$ cat src/rtl/commit_trace_rx_pkg.sv
// rtl/commit_trace_rx_pkg.sv - shared types for the commit trace receiver
// Purpose: XLEN, sequence tag width, trace entry layout and FSM state encoding.
package commit_trace_rx_pkg;

    localparam int XLEN = 32;
    localparam int SEQW = 16;

    typedef struct packed {
        logic [SEQW-1:0] seq;
        logic [XLEN-1:0] pc;
        logic [XLEN-1:0] data;
    } trace_entry_t;

    typedef enum logic [1:0] {
        IDLE    = 2'd0,
        CAPTURE = 2'd1,
        STOPPED = 2'd2
    } trace_state_e;

endpackage

$ cat src/rtl/commit_trace_rx_if.sv
// rtl/commit_trace_rx_if.sv - valid/ready trace entry port
// Purpose: carries the FIFO head entry to the checker/logger.
// Ports: valid (head entry present), ready (consumer accepts), entry {seq, pc, data}.
interface commit_trace_rx_if;
    import commit_trace_rx_pkg::*;

    logic         valid;
    logic         ready;
    trace_entry_t entry;

    modport master (output valid, output entry, input ready);
    modport slave  (input valid, input entry, output ready);
endinterface

$ cat src/rtl/commit_trace_rx_sync_fifo.sv
// rtl/commit_trace_rx_sync_fifo.sv - show-ahead synchronous FIFO
// Purpose: generic storage for trace sinks; head word visible on rdata_o while not empty.
// Ports: clk_i, rstn_i (sync, active-low), clear_i (sync flush), push_i, pop_i,
//        wdata_i, rdata_o (zero when empty), level_o, full_o, empty_o.
module sync_fifo #(
    parameter  int WIDTH = 8,
    parameter  int DEPTH = 16,
    localparam int AW    = $clog2(DEPTH),
    localparam int LW    = AW + 1
) (
    input  logic             clk_i,
    input  logic             rstn_i,
    input  logic             clear_i,
    input  logic             push_i,
    input  logic             pop_i,
    input  logic [WIDTH-1:0] wdata_i,
    output logic [WIDTH-1:0] rdata_o,
    output logic [LW-1:0]    level_o,
    output logic             full_o,
    output logic             empty_o
);

    logic [WIDTH-1:0] mem_q [DEPTH];
    logic [AW-1:0]    wptr_q, wptr_d;
    logic [AW-1:0]    rptr_q, rptr_d;
    logic [LW-1:0]    level_q, level_d;
    logic             push_ok, pop_ok;

    assign full_o  = (level_q == LW'(DEPTH));
    assign empty_o = (level_q == '0);
    assign level_o = level_q;
    assign rdata_o = empty_o ? '0 : mem_q[rptr_q];

    // A push into a full FIFO is legal when the head leaves in the same cycle.
    assign push_ok = push_i & (~full_o | pop_i) & ~clear_i;
    assign pop_ok  = pop_i & ~empty_o & ~clear_i;

    always_comb begin
        wptr_d  = wptr_q;
        rptr_d  = rptr_q;
        level_d = level_q;
        if (clear_i) begin
            wptr_d  = '0;
            rptr_d  = '0;
            level_d = '0;
        end else begin
            if (push_ok) wptr_d = wptr_q + AW'(1);
            if (pop_ok)  rptr_d = rptr_q + AW'(1);
            case ({push_ok, pop_ok})
                2'b10:   level_d = level_q + LW'(1);
                2'b01:   level_d = level_q - LW'(1);
                default: level_d = level_q;
            endcase
        end
    end

    always_ff @(posedge clk_i) begin
        if (!rstn_i) begin
            wptr_q  <= '0;
            rptr_q  <= '0;
            level_q <= '0;
        end else begin
            wptr_q  <= wptr_d;
            rptr_q  <= rptr_d;
            level_q <= level_d;
        end
    end

    // Storage needs no reset: rdata_o is masked while empty.
    always_ff @(posedge clk_i) begin
        if (rstn_i && push_ok) mem_q[wptr_q] <= wdata_i;
    end

endmodule

$ cat src/rtl/commit_trace_rx.sv
// rtl/commit_trace_rx.sv - receiver for the core retirement stream
// Purpose: tags each retire with a sequence number, queues it, drains over m_if,
//          counts retirements and drops, freezes capture on a stop PC.
// Ports: clk_i, rstn_i (sync, active-low); update_i/pc_i/data_i retire input;
//        enable_i, clear_i, stop_pc_en_i, stop_pc_i control; m_if head entry port;
//        level_o, retire_cnt_o, drop_cnt_o, stopped_o status.
module commit_trace_rx
    import commit_trace_rx_pkg::*;
#(
    parameter  int DEPTH = 16,
    parameter  int CNTW  = 32,
    localparam int LW    = $clog2(DEPTH) + 1
) (
    input  logic                  clk_i,
    input  logic                  rstn_i,
    input  logic                  update_i,
    input  logic [XLEN-1:0]       pc_i,
    input  logic [XLEN-1:0]       data_i,
    input  logic                  enable_i,
    input  logic                  clear_i,
    input  logic                  stop_pc_en_i,
    input  logic [XLEN-1:0]       stop_pc_i,
    commit_trace_rx_if.master     m_if,
    output logic [LW-1:0]         level_o,
    output logic [CNTW-1:0]       retire_cnt_o,
    output logic [CNTW-1:0]       drop_cnt_o,
    output logic                  stopped_o
);

    localparam logic [1:0] ST_IDLE    = IDLE;
    localparam logic [1:0] ST_CAPTURE = CAPTURE;
    localparam logic [1:0] ST_STOPPED = STOPPED;

    logic [1:0]      state_q, state_d;
    logic [SEQW-1:0] seq_q, seq_d;
    logic [CNTW-1:0] retire_cnt_q, retire_cnt_d;
    logic [CNTW-1:0] drop_cnt_q, drop_cnt_d;

    logic         ev, pop, push, drop, stop_hit;
    logic         fifo_full, fifo_empty;
    trace_entry_t wentry;
    logic [$bits(trace_entry_t)-1:0] fifo_rdata;

    assign pop      = m_if.valid & m_if.ready;
    assign ev       = update_i & (state_q == ST_CAPTURE) & ~clear_i;
    assign push     = ev & (~fifo_full | pop);
    assign drop     = ev & fifo_full & ~pop;
    assign stop_hit = ev & stop_pc_en_i & (pc_i == stop_pc_i);

    always_comb begin
        wentry      = '0;
        wentry.seq  = seq_q;
        wentry.pc   = pc_i;
        wentry.data = data_i;
    end

    always_comb begin
        state_d      = state_q;
        seq_d        = seq_q;
        retire_cnt_d = retire_cnt_q;
        drop_cnt_d   = drop_cnt_q;
        if (clear_i) begin
            state_d      = ST_IDLE;
            seq_d        = '0;
            retire_cnt_d = '0;
            drop_cnt_d   = '0;
        end else begin
            case (state_q)
                ST_IDLE:    if (enable_i) state_d = ST_CAPTURE;
                ST_CAPTURE: begin
                    if (stop_hit)       state_d = ST_STOPPED;
                    else if (!enable_i) state_d = ST_IDLE;
                end
                ST_STOPPED: state_d = ST_STOPPED;
                default:    state_d = ST_IDLE;
            endcase
            // Dropped retires still consume a tag so gaps reveal losses.
            if (ev) begin
                seq_d = seq_q + SEQW'(1);
                if (~&retire_cnt_q) retire_cnt_d = retire_cnt_q + CNTW'(1);
            end
            if (drop && ~&drop_cnt_q) drop_cnt_d = drop_cnt_q + CNTW'(1);
        end
    end

    always_ff @(posedge clk_i) begin
        if (!rstn_i) begin
            state_q      <= ST_IDLE;
            seq_q        <= '0;
            retire_cnt_q <= '0;
            drop_cnt_q   <= '0;
        end else begin
            state_q      <= state_d;
            seq_q        <= seq_d;
            retire_cnt_q <= retire_cnt_d;
            drop_cnt_q   <= drop_cnt_d;
        end
    end

    sync_fifo #(
        .WIDTH ($bits(trace_entry_t)),
        .DEPTH (DEPTH)
    ) u_fifo (
        .clk_i   (clk_i),
        .rstn_i  (rstn_i),
        .clear_i (clear_i),
        .push_i  (push),
        .pop_i   (pop),
        .wdata_i (wentry),
        .rdata_o (fifo_rdata),
        .level_o (level_o),
        .full_o  (fifo_full),
        .empty_o (fifo_empty)
    );

    assign m_if.valid   = ~fifo_empty;
    assign m_if.entry   = trace_entry_t'(fifo_rdata);
    assign retire_cnt_o = retire_cnt_q;
    assign drop_cnt_o   = drop_cnt_q;
    assign stopped_o    = (state_q == ST_STOPPED);

endmodule
$ cat src/flat_wrapper.sv
// flat-port wrapper written by rule: the top's interface ports become plain ports
module commit_trace_rx_flat import commit_trace_rx_pkg::*;
#(
    parameter  int DEPTH = 16,
    parameter  int CNTW  = 32,
    localparam int LW    = $clog2(DEPTH) + 1
)
  (clk_i, rstn_i, update_i, pc_i, data_i, enable_i, clear_i, stop_pc_en_i, stop_pc_i, level_o, retire_cnt_o, drop_cnt_o, stopped_o, m_if_valid, m_if_entry, m_if_ready);
  commit_trace_rx_if m_if_i ();
  input  logic clk_i;
  input  logic rstn_i;
  input  logic update_i;
  input  logic [XLEN-1:0] pc_i;
  input  logic [XLEN-1:0] data_i;
  input  logic enable_i;
  input  logic clear_i;
  input  logic stop_pc_en_i;
  input  logic [XLEN-1:0] stop_pc_i;
  output logic [LW-1:0] level_o;
  output logic [CNTW-1:0] retire_cnt_o;
  output logic [CNTW-1:0] drop_cnt_o;
  output logic stopped_o;
  output wire logic [$bits(m_if_i.valid)-1:0] m_if_valid;
  output wire logic [$bits(m_if_i.entry)-1:0] m_if_entry;
  input wire logic [$bits(m_if_i.ready)-1:0] m_if_ready;
  assign m_if_valid = m_if_i.valid;
  assign m_if_entry = m_if_i.entry;
  assign m_if_i.ready = m_if_ready;
  commit_trace_rx #(.DEPTH(DEPTH), .CNTW(CNTW)) u_core (.clk_i(clk_i), .rstn_i(rstn_i), .update_i(update_i), .pc_i(pc_i), .data_i(data_i), .enable_i(enable_i), .clear_i(clear_i), .stop_pc_en_i(stop_pc_en_i), .stop_pc_i(stop_pc_i), .m_if(m_if_i), .level_o(level_o), .retire_cnt_o(retire_cnt_o), .drop_cnt_o(drop_cnt_o), .stopped_o(stopped_o));
endmodule
$ cat config.mk
export PLATFORM = sky130hd
export DESIGN_NAME = commit_trace_rx_flat
export DESIGN_NICKNAME = d
export VERILOG_FILES = /design/src/rtl/commit_trace_rx_pkg.sv /design/src/rtl/commit_trace_rx_if.sv /design/src/rtl/commit_trace_rx_sync_fifo.sv /design/src/rtl/commit_trace_rx.sv /design/src/flat_wrapper.sv
export SDC_FILE = /design/constraint.sdc
export NUM_CORES = 1
export LEC_CHECK = 0
export CORE_MARGIN = 1.5
export CORE_UTILIZATION = 50
export CTS_CLUSTER_SIZE = 24
export DETAILED_ROUTE_END_ITERATION = 6
export HOLD_SLACK_MARGIN = 0.1
export PLACE_DENSITY_LB_ADDON = 0.08
export SLEW_MARGIN = 20
export SYNTH_ARGS = -nofsm -noshare
export SYNTH_HDL_FRONTEND = slang
export SYNTH_SLANG_ARGS = --single-unit
$ cat constraint.sdc
create_clock -name clk_i -period 21 [get_ports clk_i]
set_input_delay 4.2 -clock clk_i [delete_from_list [all_inputs] [get_ports clk_i]]
set_output_delay 4.2 -clock clk_i [all_outputs]
set_load 0.01 [all_outputs]
==> impl_metrics.csv <==
group,metric,value,unit
final_layout,layout-drive-gt1-share,23.6,%
critical_path,crit_chain,"buf_4, buf_4, mux4_2, mux4_2, and2_1, clkdlybuf4s50_1",
synthesis,ys_warn_count,0,
cts,h-tree-depth,4,
cts,cts_tree,"built",
cts,clkTransAtPathRegs,0.06,ns
synthesis,synth_top_family_by_area,"multiplexers",
detailed_routing,routed.top_layer,"met5",
place,gp_congestion,0.798,
global_routing,antenna_found_initial,5,
detailed_routing,viasPerCell,6.03,
final_layout,register_area,40400,um^2
floorplan,dieArea,109000,um^2
floorplan,die_x,331,um
floorplan,start_util,50.3,%
synthesis,synth_area,53700,um^2
final_layout,area_delta_synth_final,16.9,%
timing,layout_min_cycle_time,9.44,ns
timing,fin_tns_setup,0,ns
cts,cts_resized,0,
detailed_routing,first_pass_iters,5,
critical_path,worstPathArrival,5.24,ns
global_routing,grt_max_degree,126,
detailed_routing,drc,0,
run,drv_cap,0,
synthesis,synth.distinct_cells,56,
synthesis,post_synth_xor_area_fraction,1.19,%
global_routing,grt_pass1_wl,183000,um
timing,worst_pin_slew,1.07,ns
timing,period_share,45.0,%
power_and_ir_drop,p_leak,18.9,nW
timing,hold_violations,0,
synthesis,synth_edf_count,1280,
synthesis,yosys.area_share.adder,0.280,%
cts,cts_buffer_depth,3,
timing,hold_ws,0.509,ns
global_routing,overflow,0,
detailed_routing,ant_nets,0,
place,io_buffers,253,
cts,cts_setup_buffers,0,
floorplan,io_pins,254,
synthesis,synthArstFlopShare,0,%
synthesis,synth_compound_area_share,1.38,%
detailed_routing,met1_length,52700,um
critical_path,cp_max_fo,49,
global_routing,grtUsageTotal,23.3,%
synthesis,syn_nets,2624,
place,dpl.hpwl,64500,um
worst_hold_path,hold_path_class,"flop to flop",
cts,cts_sinks,1379,
global_routing,grt_pass1_vias,27600,
critical_path,ff2ff_path_depth,5,
floorplan,core_area,107000,um^2
status,status,"completed",
critical_path,cp-end-kind,"output port",
final_layout,nets,2951,
synthesis,synth-seq-cells,1379,
synthesis,avgSynthCellArea,21.4,um^2
detailed_routing,drt_wl_total,125000,um
synthesis,ys.flop_type,"edfxtp_1",
detailed_routing,wl_met3,5970,um
floorplan,die_h,331,um
power_and_ir_drop,vdd_drop_max,56.5,uV
detailed_routing,wl_per_cell,28.7,um
worst_hold_path,holdPathStages,2,
critical_path,cp-start-kind,"flop",
critical_path,slowest_stage,"buf_4",
cts,hold_buffers,0,
timing,fmax,106,MHz
floorplan,placementRows,120,
timing,setup_viol,0,
detailed_routing,route.met2.wl,63800,um
power_and_ir_drop,powerDensity,88.5,nW/um^2
critical_path,required,16.80,ns
final_layout,multi_input_area,12800,um^2
final_layout,fillCellCount,7687,
synthesis,yosys-mux-area-fraction,16.9,%
synthesis,synthSimpleGateAreaFrac,3.93,%
detailed_routing,vias,26200,
cts,cts-root-buf,"clkbuf_16",
synthesis,yosysSeqAreaShare,75.3,%
synthesis,postSynthCellCount,2509,
critical_path,worst_path_largest_cell_delay,0.89,ns
detailed_routing,drt_iter0_drc,2377,
timing,drv_slew,0,
timing,rsz0062_at_grt,"false",
cts,insertion_delay,0.75,ns
timing,max_slew_margin,28.2,%
critical_path,criticalPathCategory,"flop to output port",
timing,skew,0.0238,ns
final_layout,n_antenna_cell,0,
cts,cts_buffers,144,
-- registers in the layout, summed over array words and instances (netlist names), named ones only --
register and count:
u_core.drop_cnt_o 32, u_core.retire_cnt_o 32, u_core.seq_q 16, u_core.state_q 2
u_core.u_fifo.level_o 5, u_core.u_fifo.mem_q 1280, u_core.u_fifo.rptr_q 4, u_core.u_fifo.wptr_q 4
-- worst paths after layout --
kind                    startpoint                     endpoint  slack (ns)
max                           flop               m_if_entry[75]       11.56
min          u_core.drop_cnt_o[17]        u_core.drop_cnt_o[17]        0.51
max reg2reg      u_core.state_q[0]  u_core.u_fifo.mem_q[13][29]       16.89
min reg2reg  u_core.drop_cnt_o[17]        u_core.drop_cnt_o[17]        0.51
-- layout make-up --
cell class | count | area share [%]
multi-input cells | 990 | 20.5
inverters | 15 | 0.0898
clock inverters | 85 | 1.30
clock buffers | 174 | 6.04
flip-flops and latches | 1379 | 64.5
well taps | 1403 | 2.80
repair buffers | 306 | 4.83
-- through the flow --
step	worst slack (ns)	total power, mW	util [%]	cells	instance area, um^2
after global routing	11.15	5.71	58.8	4352	62700
final	11.56	5.55	58.8	4352	62700
after CTS	11.31	5.60	58.7	4350	62700
after detailed placement	12.14	3.12	54.4	4091	58100
after floorplan	9.71	3.07	-	2509	53700
after global placement	12.14	3.12	54.3	4089	58000
-- where the power goes --
part	internal, mW	switching [mW]	total, mW
combinational	0.0267	0.0468	0.0734
clock	1.45	1.04	2.48
sequential	2.99	0.000640	2.99
total	4.47	1.08	5.55
-- per-layer routing --
layer / vias up / track usage [%]
met3: 164 / 3.99
li1: 11200 / -
met2: 715 / 39.3
met5: - / 0
met1: 14200 / 31.8
met4: 10 / 5.79
-- cell families after synthesis --
kind of cell	Yosys count
AO/OA/AOI/OAI	116
buffers and inverters	140
adder cells (fa/ha/maj)	12
XOR/XNOR	73
AND/OR/NAND/NOR	383
multiplexers	406
flip-flops	1379
-- synth_stat cells (12+ instances only) --
library cell / instances / area, um^2
a21oi_1: 42 / 210
nor3_1: 12 / 60.1
dfxtp_1: 99 / 1980
nand3_1: 33 / 165
and2_1: 87 / 544
nand2_1: 53 / 199
clkbuf_1: 82 / 308
edfxtp_1: 1280 / 38400
nor2_1: 78 / 293
xor2_1: 23 / 201
or3_1: 21 / 131
mux4_2: 400 / 9010
nand4_1: 33 / 206
o21ai_0: 23 / 115
or4_1: 12 / 90.1
xnor2_1: 50 / 438
buf_1: 40 / 150
ha_1: 12 / 150
and4_1: 14 / 123
inv_1: 15 / 56.3
-- worst max-delay path, delay by kind of cell (launching register included) --
kind / cells / cell delay, ns
muxes: 2 / 1.15
DFF: 1 / 0.75
and+or+nand+nor: 1 / 0.20
buffers and inverters: 3 / 2.28
-- cells in the final DEF, fill, tap and decap left out, drive strengths merged, types with 14 or more instances in the layout --
cell type,n
edfxtp,1280
mux4,400
clkdlybuf4s50,253
clkbuf,174
dfxtp,99
and2,87
nor2,78
clkinv,57
nand2,53
buf,53
xnor2,50
a21oi,42
nand4,34
nand3,33
inv,25
xor2,23
o21ai,23
or3,21
and4,14
No activity file was read; power rests on OpenSTA's default activity.
